==> config.mk <==
export PLATFORM = sky130hd
export DESIGN_NAME = mult_arbiter
export DESIGN_NICKNAME = d
export VERILOG_FILES = /design/src/rtl/mult_arbiter_pkg.sv /design/src/rtl/booth_mult.sv /design/src/rtl/mult_arbiter.sv
export SDC_FILE = /design/constraint.sdc
export NUM_CORES = 1
export LEC_CHECK = 0
export ABC_CLOCK_PERIOD_IN_PS = 4000
export BUFFER_PORTS_ARGS = -buffer_cell sky130_fd_sc_hd__buf_2
export CAP_MARGIN = 0
export CORE_AREA = 5 5 159 115
export DETAILED_ROUTE_END_ITERATION = 6
export DIE_AREA = 0 0 164 120
export GPL_TIMING_DRIVEN = 0
export PLACE_DENSITY = 0.77
export REMOVE_ABC_BUFFERS = 1
export SETUP_SLACK_MARGIN = 0.5
export SLEW_MARGIN = 20
export SYNTH_ARGS = -nofsm -noshare
export SYNTH_HDL_FRONTEND = slang
export SYNTH_SLANG_ARGS = --single-unit
==> constraint.sdc <==
create_clock -name clk -period 4 [get_ports clk]
set_input_delay 0.4 -clock clk [delete_from_list [all_inputs] [get_ports clk]]
set_output_delay 0.4 -clock clk [all_outputs]
set_load 0.01 [all_outputs]
==> src/rtl/mult_arbiter_pkg.sv <==
// Shared widths, core latency and FSM encoding for the multiplier arbiter slice.
package mult_arbiter_pkg;

    localparam int unsigned OPW      = 12;
    localparam int unsigned PRODW    = 24;
    localparam int unsigned CORE_LAT = 6;

    typedef enum logic [2:0] {
        WAIT_CORE = 3'd0,
        IDLE      = 3'd1,
        START     = 3'd2,
        RUN       = 3'd3,
        RSP       = 3'd4
    } state_e;

endpackage

==> src/rtl/booth_mult.sv <==
// Radix-4 Booth multiplier, one recoded digit per cycle, CORE_LAT busy cycles.
// No reset: the counter drains from any power-up value, so ready always recovers.
module booth_mult
    import mult_arbiter_pkg::*;
(
    input  logic             clk,
    input  logic             start,
    input  logic [OPW-1:0]   multiplicand,
    input  logic [OPW-1:0]   multiplier,
    output logic [PRODW-1:0] prod,
    output logic             ready
);

    localparam int unsigned CW = $clog2(CORE_LAT + 1);

    logic [CW-1:0]    cnt_q, cnt_d;
    logic [PRODW-1:0] acc_q, acc_d;
    logic [PRODW-1:0] mc_q, mc_d;
    logic [OPW:0]     mr_q, mr_d;
    logic [PRODW-1:0] addend;

    always_comb begin
        ready  = (cnt_q == '0);
        prod   = acc_q;
        cnt_d  = cnt_q;
        acc_d  = acc_q;
        mc_d   = mc_q;
        mr_d   = mr_q;
        addend = '0;

        // Booth digit from the overlapping triplet {b(2k+1), b(2k), b(2k-1)}
        case (mr_q[2:0])
            3'b001, 3'b010: addend = mc_q;
            3'b011:         addend = mc_q << 1;
            3'b100:         addend = -(mc_q << 1);
            3'b101, 3'b110: addend = -mc_q;
            default:        addend = '0;
        endcase

        if (ready) begin
            if (start) begin
                cnt_d = CW'(CORE_LAT);
                acc_d = '0;
                mc_d  = {{(PRODW - OPW){multiplicand[OPW-1]}}, multiplicand};
                mr_d  = {multiplier, 1'b0};
            end
        end else begin
            acc_d = acc_q + addend;
            mc_d  = mc_q << 2;
            mr_d  = {{2{mr_q[OPW]}}, mr_q[OPW:2]};
            cnt_d = cnt_q - CW'(1);
        end
    end

    always_ff @(posedge clk) begin
        cnt_q <= cnt_d;
        acc_q <= acc_d;
        mc_q  <= mc_d;
        mr_q  <= mr_d;
    end

endmodule

==> src/rtl/mult_arbiter.sv <==
// Round-robin arbiter sharing one Booth multiplier core among NREQ requesters.
module mult_arbiter
    import mult_arbiter_pkg::*;
#(
    parameter int unsigned NREQ = 4,
    parameter int unsigned IDW  = 2,
    parameter int unsigned CNTW = 16
) (
    input  logic                clk,
    input  logic                rst_n,
    input  logic [NREQ-1:0]     req_valid,
    output logic [NREQ-1:0]     req_ready,
    input  logic [OPW*NREQ-1:0] req_a,
    input  logic [OPW*NREQ-1:0] req_b,
    output logic                rsp_valid,
    input  logic                rsp_ready,
    output logic [IDW-1:0]      rsp_id,
    output logic [PRODW-1:0]    rsp_prod,
    output logic [CNTW-1:0]     op_count
);

    state_e           state_q, state_d;
    logic [IDW-1:0]   rr_q, rr_d;
    logic [IDW-1:0]   id_q, id_d;
    logic [OPW-1:0]   a_q, a_d;
    logic [OPW-1:0]   b_q, b_d;
    logic [PRODW-1:0] prod_q, prod_d;
    logic [CNTW-1:0]  cnt_q, cnt_d;
    logic [IDW-1:0]   win;
    logic             core_start;
    logic             core_ready;
    logic [PRODW-1:0] core_prod;

    // First valid requester found ascending from ptr, wrapping modulo NREQ
    function automatic logic [IDW-1:0] rr_pick(input logic [NREQ-1:0] valid,
                                               input logic [IDW-1:0]  ptr);
        logic [IDW-1:0] pick;
        int unsigned    idx;
        pick = ptr;
        for (int unsigned k = NREQ; k > 0; k--) begin
            idx = (32'(ptr) + k - 1) % NREQ;
            if (valid[IDW'(idx)]) pick = IDW'(idx);
        end
        return pick;
    endfunction

    always_comb begin
        state_d    = state_q;
        rr_d       = rr_q;
        id_d       = id_q;
        a_d        = a_q;
        b_d        = b_q;
        prod_d     = prod_q;
        cnt_d      = cnt_q;
        req_ready  = '0;
        core_start = 1'b0;
        rsp_valid  = 1'b0;
        win        = rr_pick(req_valid, rr_q);

        case (state_q)
            WAIT_CORE: begin
                if (core_ready) state_d = IDLE;
            end
            IDLE: begin
                if (core_ready && |req_valid) begin
                    req_ready[win] = 1'b1;
                    id_d    = win;
                    a_d     = req_a[win*OPW +: OPW];
                    b_d     = req_b[win*OPW +: OPW];
                    rr_d    = (win == IDW'(NREQ - 1)) ? '0 : win + IDW'(1);
                    state_d = START;
                end
            end
            START: begin
                core_start = 1'b1;
                state_d    = RUN;
            end
            RUN: begin
                if (core_ready) begin
                    prod_d  = core_prod;
                    state_d = RSP;
                end
            end
            RSP: begin
                rsp_valid = 1'b1;
                if (rsp_ready) begin
                    cnt_d   = cnt_q + CNTW'(1);
                    state_d = IDLE;
                end
            end
            default: state_d = WAIT_CORE;
        endcase
    end

    always_ff @(posedge clk or negedge rst_n) begin
        if (!rst_n) begin
            state_q <= WAIT_CORE;
            rr_q    <= '0;
            id_q    <= '0;
            a_q     <= '0;
            b_q     <= '0;
            prod_q  <= '0;
            cnt_q   <= '0;
        end else begin
            state_q <= state_d;
            rr_q    <= rr_d;
            id_q    <= id_d;
            a_q     <= a_d;
            b_q     <= b_d;
            prod_q  <= prod_d;
            cnt_q   <= cnt_d;
        end
    end

    assign rsp_id   = id_q;
    assign rsp_prod = prod_q;
    assign op_count = cnt_q;

    booth_mult u_core (
        .clk          (clk),
        .start        (core_start),
        .multiplicand (a_q),
        .multiplier   (b_q),
        .prod         (core_prod),
        .ready        (core_ready)
    );

endmodule
==> results.md, run 1 <==
* NumNets Final at 1169
* Startpoint class of the critical path: flip-flop
* Via count at 7539
* Drt first-iter violations at 894
* Final Wtd Congestion at 0.906
* R2R depth at 15
* Async SR Flop Fraction at 52.6%
* Status: complete, but fails checks
* Worst EP required at 4.27 ns
* Total routed wirelength at 22900 microns
* Peak VDD IR at 0.000535 V
* Sequential cell area at 3690 sq um
* Finish-stage setup viols at 12
* Placed Cells at 1178
* Largest cells by area after synthesis: edfxtp_1 22%, dfrtp_1 21%, mux2_2 6.9%
* Average size of a mapped cell at 10.1 sq um
* Global route overflow at 0
* End point of the critical path: u_core.prod[22]
* Setup WS post-layout at -0.206 ns
* Final Instance Count excl. Fillers at 1278
* Most frequent cell after synthesis: nand2_1
* Number of max-cap violations at 0
* PD cells at 1030 nW/um^2
* Synth Flop Type: dfrtp_1
* Router iterations before antenna repair at 6
* Cell taking the most area after synthesis: edfxtp_1
* Synth-to-Final Area Change at 30.8%
* CTS buffer count at 17
* Maximum number of pins on one net before global-route repair at 52
* Post-Syn Instances at 838
* Yosys top cell area share at 21.9%
* Routed wire length per instance at 17.9 microns
* Clock Latency Late Sink at 0.43 ns
* Static leakage at 4.93 nW
* Yosys warnings at 0
* Core area at 16700 sq um
* Multi-input logic area at 4990 sq um
* Flop-to-flop setup slack at -0.21 ns
* Ant diodes at 0
* Row count at 40
* IO Pins at 150
* Mapped cell area at 8490 sq um
* Failing checks: setup timing
* Worst path arrival time at 4.47 ns
* Global-route wire length before repair at 36300 microns
* CTS max path bufs at 2
* Final worst clock skew at 0.0106 ns
* Tot GR Track Use at 23.0%
* # DRC at 0
* Die W at 164 microns
* Fmax at 238 MHz
* # port buffers at 149
* Max-slew violations at 0
* Initial antenna violation count at 0
* Slew headroom at 52.8%
* Reg-to-reg endpoint: u_core.prod[22]
* RSZ-0062 raised after global routing: yes
* Register area share after synthesis at 43.3%
* ANT nets after route at 0
* Library cells used by synthesis at 61
* Clock Sinks at 135
* Crit path from: u_core.mc_q[2]
* Maximum fanout along the worst path at 5
* Fraction of final layout cells sized beyond drive strength 1 at 38.9%
* Die H at 120 microns
* Layout fillers at 1275
* Slew of the pin with the lowest slew margin at 0.702 ns
* # H-tree levels at 4
* Root buffer cell: clkbuf_16
* Pre-CTS WS at -0.822 ns
* RR Startpoint: u_core.mc_q[2]
* Worst hold path type: in2reg
* Synth cell count leaders: 110 x nand2_1, 71 x dfrtp_1, 67 x nor2_1
* CP Class: reg2reg
* Initial core utilization at 50.8%
* Final Cycle Share at 105%
* Seq cells post-synth at 135
* CP endpoint kind: flip-flop
* Final Hold Fails at 0
* Post-synth EDFFs at 62
* Reg clk slew, reported paths at 0.06 ns
* Final worst path period need at 4.21 ns
* Vias/cell at 5.90
* Total Die Area at 19700 sq um
* DP Wirelength at 14600 microns
* CTS tree: built
* Setup TNS at -1.55 ns
* Number of global-route vias before repair at 7481
==> placed cells by master (no fill, tap or decap), drive strengths merged, types with 7 or more instances in the layout <==
master,synthesis,final
buf,12,224
inv,28,28
and2,10,10
mux4,24,24
mux2i,9,9
nand2,110,110
nor2,67,67
nand2b,8,8
clkbuf,37,27
a22oi,7,7
nor3,20,20
a211oi,7,7
dfrtp,71,71
xor2,19,19
nand3,13,13
o21ai,55,55
xnor2,35,35
nor4,8,8
nand4,13,13
nor2b,8,9
o22ai,10,10
a21oi,43,43
ha,31,31
o221ai,7,7
mux2,52,52
edfxtp,62,62
==> power by group <==
group          switching [mW]  leakage [nW]  internal (mW)  total, mW
clock                   0.576         0.275          0.904       1.48
sequential              0.493          1.61           2.31       2.80
combinational            3.90          3.04           3.29       7.19
total                    4.97          4.93           6.50       11.5
==> per-layer routing <==
layer	global-route usage, %	vias up	part of all wire [%]
li1	-	3463	-
met4	7.28	0	2.2
met1	32.3	3589	43
met2	34.8	427	45
met3	6.14	60	10
met5	0	-	0
==> final cells by class <==
class,count,share of cell area (%)
multi-input combinational,627,45.0
sequential,135,33.2
timing repair buffer,225,13.2
clock buffer,27,4.74
tap,231,2.60
inverter,28,0.991
clock inverter,5,0.327
==> how the worst min path moves through the flow <==
stage,from,endpoint,slack (ns),cells past startpoint
floorplan,rst_n,a_q[0],0.10,0
global placement,b_q[11],u_core.mr_q[12],0.43,0
detailed placement,rst_n,op_count[15],0.39,1
CTS,rsp_ready,state_q[2],0.24,3
global route,rsp_ready,state_q[2],0.25,3
finish,rsp_ready,state_q[2],0.25,3
==> critical path, cell delays in order (launching register included) <==
cell,delay (ns)
edfxtp_1,0.50
or4b_4,0.56
or4_4,0.49
buf_4,0.17
o21ai_4,0.14
xnor2_2,0.14
a21oi_2,0.08
o221ai_2,0.22
ha_4,0.25
o21ai_2,0.09
nor2_2,0.10
or4_4,0.53
o21ai_4,0.19
o21ai_4,0.09
a211oi_2,0.27
mux2i_1,0.21
==> metrics by stage <==
step                      instance area [sq um]  power [mW]  util, %  hold slack, ns
after floorplan                            8280        6.63        -           0.104
after global placement                     9320        7.80     55.7           0.429
after detailed placement                   9560        8.03     57.2           0.394
after CTS                                 10700        10.5     64.3           0.240
after global routing                      11100        12.2     66.4           0.255
final                                     11100        11.5     66.4           0.251
==> state kept, by name, indices dropped and copies added, names as in the netlist <==
name and cells:
rsp_prod 24, u_core.mc_q 24, u_core.prod 24, op_count 16, u_core.mr_q 13, a_q 12, b_q 12, state_q 3
u_core.cnt_q 3, rr_q 2, rsp_id 2
==> repair_timing <==
| action | CTS | global route |
|---|---|---|
| hold endpoints to repair | 35 | 0 |
| hold buffers | 1 | 0 |
| gates cloned | 1 | 0 |
| buffers inserted | 43 | 23 |
| pin swaps | 38 | 37 |
| setup endpoints to repair | 26 | 20 |
| resized for setup | 69 | 33 |
==> cells by family after synthesis <==
group / after synthesis / share of synthesized area, %
buf+inv: 77 / 3.68
xor+xnor: 54 / 5.57
fa+ha+maj: 32 / 4.80
mux: 85 / 14.3
compound gates: 171 / 12.4
flops: 135 / 43.3
simple gates: 284 / 15.9
No activity file was read; power rests on OpenSTA's default activity.
==> run 2: changes to the inputs <==
--- a/config.mk
+++ b/config.mk
@@ -5,14 +5,14 @@
 export SDC_FILE = /design/constraint.sdc
 export NUM_CORES = 1
 export LEC_CHECK = 0
-export ABC_CLOCK_PERIOD_IN_PS = 4000
+export ABC_CLOCK_PERIOD_IN_PS = 4700
 export BUFFER_PORTS_ARGS = -buffer_cell sky130_fd_sc_hd__buf_2
 export CAP_MARGIN = 0
-export CORE_AREA = 5 5 159 115
+export CORE_AREA = 5 5 152 111
 export DETAILED_ROUTE_END_ITERATION = 6
-export DIE_AREA = 0 0 164 120
+export DIE_AREA = 0 0 157 116
 export GPL_TIMING_DRIVEN = 0
-export PLACE_DENSITY = 0.77
+export PLACE_DENSITY = 0.8
 export REMOVE_ABC_BUFFERS = 1
 export SETUP_SLACK_MARGIN = 0.5
 export SLEW_MARGIN = 20
==> constraint.sdc (replaced) <==
create_clock -name clk -period 4.7 [get_ports clk]
set_input_delay 0.47 -clock clk [delete_from_list [all_inputs] [get_ports clk]]
set_output_delay 0.47 -clock clk [all_outputs]
set_load 0.01 [all_outputs]
==> results.md, run 2 (synthesis results as in run 1) <==
* Status: finished clean
* Final Wtd Congestion at 0.924
* Tot GR Track Use at 25.8%
* Fmax at 234 MHz
* Ant diodes at 0
* Die W at 157 microns
* Final worst clock skew at 0.00691 ns
* Fin util at 71.3%
* Total Die Area at 18200 sq um
* # port buffers at 149
* Final Cycle Share at 91.0%
* Fraction of final layout cells sized beyond drive strength 1 at 36.2%
* Maximum number of pins on one net before global-route repair at 55
* Slowest library cell on the worst path: or3b_2
* Startpoint class of the critical path: flip-flop
* Final worst path period need at 4.28 ns
* Vias/cell at 6.17
* Number of max-cap violations at 0
* Clock Sinks at 135
* Worst hold path type: in2reg
* Root buffer cell: clkbuf_16
* Core area at 15200 sq um
* Global Route met2 Usage at 40.9%
* Routed wire length per instance at 19.3 microns
* Via count at 7601
* DP Wirelength at 15600 microns
* Total routed wirelength at 23800 microns
* Die H at 116 microns
* Reg-to-reg endpoint: u_core.prod[23]
* M1 GR Usage at 36.1%
* CP endpoint kind: flip-flop
* Reg clk slew, reported paths at 0.06 ns
* R2R depth at 16
* ANT nets after route at 0
* Max-slew violations at 0
* Slew headroom at 53.1%
* Worst path arrival time at 4.43 ns
* Flop-to-flop setup slack at 0.42 ns
* CTS max path bufs at 2
* Slowest Stage Delay on Critical Path at 0.52 ns
* # DRC at 0
* Pre-CTS WS at -0.178 ns
* Row count at 38
* NumNets Final at 1154
* RSZ-0062 raised after global routing: yes
* PD cells at 863 nW/um^2
* # H-tree levels at 4
* Final Hold Fails at 0
* Layout fillers at 1042
* Most common cell after layout, fill and taps aside: buf_2
* Static leakage at 4.84 nW
* RR Startpoint: u_core.mc_q[2]
* CP cell instances: buf_4 > or3b_2 > nor2_2 > nand3_1 > a21oi_1 > o221ai_1 > o21ai_0 > ha_1 > nand4_1 > buf_4 > nor4_2 > nand4_1 > o211ai_1 > xor2_1 > xnor2_1 > nor2_1
* Maximum fanout along the worst path at 7
* Finish-stage setup viols at 0
* Slew of the pin with the lowest slew margin at 0.699 ns
* Setup WS post-layout at 0.425 ns
* Synth-to-Final Area Change at 27.3%
* Peak VDD IR at 0.000417 V
* GR peak layer: met2
* Commonest cells after routing, fill and taps aside: 148 x buf_2, 107 x nand2_1, 71 x dfrtp_1, 62 x edfxtp_1, 60 x nor2_1
* CTS tree: built
* Crit path from: u_core.mc_q[2]
* Worst EP required at 4.86 ns
* CTS buffer count at 17
* Clock Latency Late Sink at 0.42 ns
* Router iterations before antenna repair at 7
* Global Route met3 Usage at 5.90%
* Drt first-iter violations at 950
* Global route overflow at 0
* Global-route wire length before repair at 37200 microns
* IO Pins at 150
* Initial antenna violation count at 0
* Critical hold path startpoint: rsp_ready
* Initial core utilization at 56.0%
* CP Class: reg2reg
* Number of global-route vias before repair at 7371
* End point of the critical path: u_core.prod[23]
## run 2: how the worst min path moves through the flow
stage	endpoint	slack, ns	cells after the start
3_5_place_dp	rsp_prod[0]	0.38	1
3_3_place_gp	u_core.mr_q[12]	0.43	0
6_report	state_q[2]	0.33	3
2_1_floorplan	a_q[0]	0.17	0
4_1_cts	state_q[2]	0.33	3
5_1_grt	state_q[2]	0.34	3
## run 2: report_power, final
group	internal [mW]	leakage (nW)	switching (mW)	total, mW
sequential	1.96	1.61	0.421	2.38
combinational	2.47	2.94	3.09	5.56
clock	0.831	0.287	0.552	1.38
total	5.26	4.84	4.06	9.32
## run 2: final cells by class
class                   instances  area, sq um  share of cell area [%]
multi-input cells             626         4780                    44.2
clock buffers                  19          464                    4.29
well taps                     200          250                    2.31
clock inverters                13          143                    1.32
flip-flops and latches        135         3690                    34.1
repair buffers                211         1380                    12.8
inverters                      28          110                    1.02
## run 2: worst max-delay path: cells and delay by family, from the launching register on
family,cells,cell delay [ns]
AND/OR/NAND/NOR,7,1.64
AO/OA/AOI/OAI,4,0.76
flip-flops,1,0.51
buffers and inverters,2,0.37
adder cells (fa/ha/maj),1,0.37
XOR/XNOR,2,0.34
## run 2: per-layer routing
layer,wire length (microns),vias up
li1,-,3437
met1,9710,3657
met2,11100,446
met3,2590,61
met4,432,0
met5,0,-
## run 2: stage by stage
| stage | std cells | hold WS (ns) | setup TNS, ns | power [mW] | area [sq um] |
|---|---|---|---|---|---|
| 2_1_floorplan | 789 | 0.174 | -15.00 | 5.64 | 8280 |
| 4_1_cts | 1218 | 0.331 | 0 | 8.74 | 10600 |
| 5_1_grt | 1232 | 0.342 | 0 | 9.88 | 10800 |
| 6_report | 1232 | 0.332 | 0 | 9.32 | 10800 |
| 3_5_place_dp | 1150 | 0.375 | -0.278 | 6.90 | 9570 |
| 3_3_place_gp | 1138 | 0.433 | -321.73 | 6.64 | 9280 |
## run 2: timing repair
item                       4_1_cts  5_1_grt
hold buffers                     1        0
hold endpoints to repair        17        0
pin swaps                       20       13
setup endpoints to repair       16       14
setup buffers                   35       14
resized for setup               30       31
